## src/rtl/fetch_unit.sv

```systemverilog
// fetch_unit: instruction-fetch stage for the MIPS core.
// Owns the PC, reads instructions from a variable-latency memory over a
// req/ack handshake, holds each instruction until the datapath reports
// completion, then steps the PC (sequential, branch or jump).
module fetch_unit #(
  parameter logic [31:0] RESET_PC = 32'h0000_0000
) (
  input  logic        clk,
  input  logic        reset,
  input  logic        pcsrc,
  input  logic        jump,
  input  logic [31:0] signimm,
  input  logic        advance,
  output logic        imem_req,
  output logic [31:0] imem_addr,
  input  logic [31:0] imem_rdata,
  input  logic        imem_ack,
  output logic [31:0] instr,
  output logic        instr_valid,
  output logic [31:0] pc,
  output logic [31:0] pcplus4,
  output logic [31:0] instret
);

  // IDLE only exists to give memory one quiet cycle after reset.
  localparam logic [1:0] IDLE  = 2'd0;
  localparam logic [1:0] FETCH = 2'd1;
  localparam logic [1:0] EXEC  = 2'd2;

  logic [1:0]  state;
  logic [1:0]  state_next;
  logic [31:0] pc_next;
  logic [31:0] jump_target;
  logic [31:0] branch_target;
  logic        ack_accepted;
  logic        advance_accepted;

  // Handshake inputs only count in the state that listens for them.
  assign ack_accepted     = (state == FETCH) && imem_ack;
  assign advance_accepted = (state == EXEC) && advance;

  // The request is a pure function of state, so the address (the PC) can
  // only move while the request is low.
  assign imem_req  = (state == FETCH);
  assign imem_addr = pc;

  assign pcplus4       = pc + 32'd4;
  assign jump_target   = {pcplus4[31:28], instr[25:0], 2'b00};
  // Word offset shifted to bytes; bits shifted out are lost modulo 2^32.
  assign branch_target = pcplus4 + (signimm << 2);

  // Next-PC select: jump outranks a taken branch.
  always_comb begin
    // NOTE: every variable written in always_comb gets a default first so
    // no path leaves it unassigned, which would infer a latch.
    pc_next = pcplus4;
    if (jump) begin
      pc_next = jump_target;
    end else if (pcsrc) begin
      pc_next = branch_target;
    end
  end

  // FSM transition logic.
  always_comb begin
    state_next = state;
    case (state)
      IDLE:    state_next = FETCH;
      FETCH:   if (imem_ack) state_next = EXEC;
      EXEC:    if (advance) state_next = FETCH;
      default: state_next = IDLE;
    endcase
  end

  // FSM state register; reset wins over any handshake in the same cycle.
  always_ff @(posedge clk) begin
    // NOTE: sequential state uses non-blocking assignments so every register
    // samples pre-edge values regardless of block ordering.
    if (reset) begin
      state <= IDLE;
    end else begin
      state <= state_next;
    end
  end

  // PC register: only moves when an instruction retires.
  always_ff @(posedge clk) begin
    if (reset) begin
      pc <= RESET_PC;
    end else if (advance_accepted) begin
      pc <= pc_next;
    end
  end

  // Instruction holding register and its valid flag. The word itself is kept
  // after retirement; only the flag drops. A read abandoned by reset is
  // never captured because reset has priority.
  always_ff @(posedge clk) begin
    if (reset) begin
      instr       <= 32'h0;
      instr_valid <= 1'b0;
    end else if (ack_accepted) begin
      instr       <= imem_rdata;
      instr_valid <= 1'b1;
    end else if (advance_accepted) begin
      instr_valid <= 1'b0;
    end
  end

  // Retired-instruction counter; wraps naturally at 2^32.
  always_ff @(posedge clk) begin
    if (reset) begin
      instret <= 32'h0;
    end else if (advance_accepted) begin
      instret <= instret + 32'd1;
    end
  end

endmodule
```

## config.mk

```make
export PLATFORM = sky130hd
export DESIGN_NAME = fetch_unit
export DESIGN_NICKNAME = d
export VERILOG_FILES = /design/src/rtl/fetch_unit.sv
export SDC_FILE = /design/constraint.sdc
export NUM_CORES = 1
export LEC_CHECK = 0
export BUFFER_PORTS_ARGS = -buffer_cell sky130_fd_sc_hd__buf_2
export CAP_MARGIN = 5
export CELL_PAD_IN_SITES_DETAIL_PLACEMENT = 0
export CELL_PAD_IN_SITES_GLOBAL_PLACEMENT = 1
export CORE_UTILIZATION = 25
export DETAILED_ROUTE_END_ITERATION = 16
export MAX_ROUTING_LAYER = met4
export PLACE_DENSITY = 0.6
export SLEW_MARGIN = 20
export SYNTH_ARGS = -nofsm -noshare
export SYNTH_HDL_FRONTEND = slang
export SYNTH_SLANG_ARGS = --single-unit
```

## constraint.sdc

```tcl
create_clock -name clk -period 5.2 [get_ports clk]
set_clock_uncertainty 0.15 [all_clocks]
set_input_delay 1.04 -clock clk [delete_from_list [all_inputs] [get_ports clk]]
set_output_delay 1.04 -clock clk [all_outputs]
set_load 0.03 [all_outputs]
```

Word-level counts from Yosys, hierarchy flattened
Index checks and enable logic that the tools add are counted.

Bits in registers: 99. Input port bits: 70. Logic and storage cells: 24.

Add/subtract/negate cells: 3. Equal/unequal tests: 4. Mux-type cells: 7. Reduce and logical (&&, ||, !) cells: 5.

Operators by type and width (number): 32-bit two-way mux (2); 32-bit by 1-bit adder with 32-bit output, second input constant (1); 32-bit by 3-bit adder with 32-bit output, second input constant (1); 32-bit adder (1); 2-bit one-hot mux with 3 select lines (1); 2-bit two-way mux (2); 2-bit by 1-bit equality test with 1-bit output, second input constant (1); 2-bit equality test, second input constant (1); 1-bit logical AND (2); 2-bit logical NOT (1); 1-bit two-way mux (2); 2-bit by 1-bit inequality test with 1-bit output, second input constant (1); 2-bit inequality test, second input constant (1); 2-bit AND reduction (1); 2-bit nonzero test (1).

Longest topological paths before layout
Depth after elaboration: 4. Gate-level depth with buffers: 17. Depth with buffers taken out: 16.

Worst setup path before layout
Ideal clock, no wire load.

Path kind: register to register. From: reg pc[2] (netlist: imem_addr[2]). To: reg pc[31] (netlist: imem_addr[31]). Setup time: 0.123 ns. Arrival time: 4.647 ns. Data required time: 4.927 ns. Setup slack: 0.280 ns. Cell stages (with the launch flop): 17. Path buffers: 1. Cell sequence: dfxtp_1 and3_1 nand3_1 or2_2 nand2b_1 xnor2_1 ha_1 buf_4 and4_1 nand3_2 a211oi_2 nor4b_1 or4_4 a211o_1 a221o_1 nor3_1 mux2_1.

Cells in the longest elaborated chain, start to end: 4.

Ends and longest elaborated chain: start, declared (RTL line 20) `output logic [31:0] pc,`; start signal, assigned (RTL line 91) `pc <= pc_next;`; 32-bit by 3-bit adder with 32-bit output (RTL line 47) `assign pcplus4 = pc + 32'd4;`; net pcplus4[15] (RTL line 21) `output logic [31:0] pcplus4,`; 32-bit adder (RTL line 50) `assign branch_target = pcplus4 + (signimm << 2);`; 32-bit two-way mux (RTL line 59) `end else if (pcsrc) begin`; 32-bit two-way mux (RTL line 57) `if (jump) begin`.

The timed path passes the listed nets, and every way through them passes these cells. A chain may end at the register's enable or synchronous reset.

Worst setup path after layout
From: reg pc[11] (netlist: imem_addr[11]). To: reg pc[31] (netlist: imem_addr[31]).

Cells in the longest elaborated chain, start to end: 4.

Ends and longest elaborated chain (RTL line): 32-bit by 3-bit adder with 32-bit output * (47); 32-bit adder (50); 32-bit two-way mux (59); 32-bit two-way mux * (57).

Mark *: on every way between the ends. The rest lies on a longest branch, timed or not.

==> results.ini <==
[outcome]
run_status=complete, no violations

[clock_tree]
clock_path_buffers=2
post_cts.resized_instances=0
post_cts_setup_driven_buffer_insertion_count=0
cts-hold-fix-buffers=0
clk_root_buffer_cell=clkbuf_16
numCtsBuffers=9
cts_tree=yes
clk_latency_ps=340
cts-htree-levels=3
clock_sinks=97
clock_slew_at_the_register_clock_pins_of_the_worst_setup_and_hold_paths_ps=70

[placed_design]
placed_cell_area_mm2=0.00781
hpwl_um=18000
port_buffers=223
gp_congestion=0.870

[hold_path]
min_delay_path_depth=2
hold_path_class=flip-flop to flip-flop

[drt]
drtPass1Iterations=5
detail_route.iter0.violations=414
total_drc_errors_in_the_routed_layout=0
wire_per_inst_um=17.0
viasPerCell=4.74
vias=6507
antenna_left=0
postRouteWirelength_um=23300

[layout]
post_route_cells_drive_above_1_share_pct=26.5
area_of_combinational_cells_with_multiple_inputs_mm2=0.00412
fin_nets=1143
regArea_mm2=0.00194
layout.cell_area.non_filler_mm2=0.00814
nFillCells=2794
area_delta_synth_final_pct=24.5

[die]
fp.coreArea_mm2=0.0254
design.portCount=232
initial_utilization_pct=25.7
die-width_um=164
die_y_um=164
fp-row-count=58
fp.dieArea_mm2=0.0268

[synthesis]
yosys-top-cells-area=dfxtp_1 (30%), nand2_1 (7.6%), ha_1 (7.1%), a21oi_1 (6.7%), xor2_1 (5.2%)
synthDominantAreaCellType=dfxtp_1
synth.cell_area_mm2=0.00654
yosysWarningCount=0
postSynthRegisterBits=97
gate_count_after_technology_mapping=847
yosys.cell_types.count=65
async_flop_share_pct=0
synth.most_common_cell=nand2_1
synth_enable_flop_cells=0
synth_common_cells=nand2_1 (133), dfxtp_1 (97), a21oi_1 (87)
postSynth.topFlopCell=dfxtp_1
synth-seq-area-share_pct=29.7
proportion_of_netlist_area_held_by_the_largest_area_contributor_pct=29.7
synthesis.area_per_instance_um2=7.72

[power_and_ir_drop]
peakVddDrop_mv=0.136
share_seq_of_total_power_pct=42.9
report.power.total_mw=1.82
power_frac_comb_pct=16.5
p_per_area_mw_per_mm2=223
p_sw_mw=0.521
share_clk_of_total_power_pct=40.7
static-leakage-power_nw=3.88
sw_frac_of_total_pct=28.7
power_report.internal_total_mw=1.30

[critical_path]
crit_path_end_kind=flip-flop
setup.worst_path.start_class=flip-flop
critical_path_peak_fanout=8
criticalPathCategory=flip-flop to flip-flop
arrival_ps=4810
reg2reg_depth=14
worst_ep_required_time_ps=5280

[timing]
relSlewSlack_pct=46.6
finalHoldViolCount=0
whs_ps=306
finalMaxSlewViolations=0
setup_repair_after_global_routing_missed_its_margin=no
worst-slew-pin-transition_ps=801
maximum_operating_frequency_mhz=212
layout_worst_path_cycle_share_pct=90.9
setup_viol_count_final=0
timing.setup.tns_ps=0
timing.final.crit_period_ps=4730

[grt]
global_route_wire_length_before_repair_um=35000
global_route.usage.total_pct=17.5
globalRouteOverflowTotal=0
via_count_of_the_first_global_routing_pass=6057
pin_count_of_the_biggest_net_entering_global_routing=73
antenna_found_initial=3

[run]
drv_cap=0

==> layout by cell type (no fill, tap or decap), types with 3 or more instances in the layout <==
master	count
or2_2	4
inv_1	12
xor2_1	39
or3_1	11
a211oi_1	11
o22ai_1	3
a32o_1	5
mux2i_1	8
clkbuf_16	9
nand2b_1	7
a211o_1	3
nand3_1	28
and3_1	19
a21oi_1	87
and4_1	4
a31oi_1	4
a21o_1	21
o21ai_0	28
o211ai_1	10
dfxtp_1	97
ha_1	37
a21boi_0	4
nand2_1	133
conb_1	6
nor2_1	76
diode_2	4
buf_4	22
nand4_1	17
o22a_1	3
xnor2_1	32
o21a_1	8
buf_2	222
a221o_1	3
nor3_1	15
and2_1	3
==> metrics by stage <==
step | utilization, % | instances | setup WS (ps)
after floorplan | - | 852 | 280
after global placement | 30.7 | 1354 | 492
after detailed placement | 30.7 | 1354 | 483
after CTS | 32.0 | 1370 | 463
after global routing | 32.0 | 1373 | 156
final | 32.0 | 1374 | 475
==> cell type report <==
type | instances | area share, %
Sequential cell | 97 | 23.9
Multi-Input combinational cell | 669 | 50.7
Timing Repair Buffer | 244 | 15.7
Tap cell | 330 | 5.07
Antenna cell | 4 | 0.123
Clock buffer | 12 | 3.03
Clock inverter | 4 | 0.938
Inverter | 14 | 0.646
==> worst max-delay path: stages (launching register included) <==
cell and delay [ps]:
dfxtp_1 500, and4_1 290, nand3_1 160, nor4_1 390, buf_4 190, and3_1 240, nand2_1 90, xnor2_1 340
ha_1 330, nand4_1 140, or4_4 580, a211o_1 330, a221o_1 340, nor3_1 200, mux2_1 340
==> power by group through the flow <==
stage	Clock [mW]	Combinational, mW	Sequential, mW
6_report	0.739	0.299	0.780
5_1_grt	0.787	0.329	0.783
4_1_cts	0.767	0.302	0.780
2_1_floorplan	0	0.172	0.824
3_5_place_dp	0	0.301	0.798
3_3_place_gp	0	0.302	0.798
==> path summary, 6_finish.rpt <==
check	startpoint	end	slack [ps]
worst max-delay path	imem_addr[11]$_SDFFE_PP0P_	imem_addr[31]$_SDFFE_PP0P_	470
worst min-delay path	instr[30]$_SDFFE_PP0P_	instr[30]$_SDFFE_PP0P_	310
worst min register to register	instr[30]$_SDFFE_PP0P_	instr[30]$_SDFFE_PP0P_	310
worst max register to register	imem_addr[11]$_SDFFE_PP0P_	imem_addr[31]$_SDFFE_PP0P_	470
==> registers in the layout, indices dropped and copies added, names as in the netlist <==
signal	cells
state	2
instr_valid	1
imem_addr	30
instret	32
instr	32
==> layer usage <==
metal  wire length, um  up-vias  GRT usage, %  share of wire, %
met5                 0        -             -                 0
met3              1370        7          3.38               5.9
met2             10600      152          27.0                46
met4               121        0          3.07              0.52
li1                  -     3317             -                 -
met1             11200     3031          23.7                48
==> cells by family after synthesis <==
kind of cell / synth area share (%)
and+or+nand+nor: 23.8
buffers and inverters: 7.54
adders and majority gates: 7.39
other: 0.0574
xor gates and xnor gates: 9.51
DFF: 29.7
AOI/OAI and AO/OA: 20.2
muxes: 1.74
(Power assumes the default switching activity.)
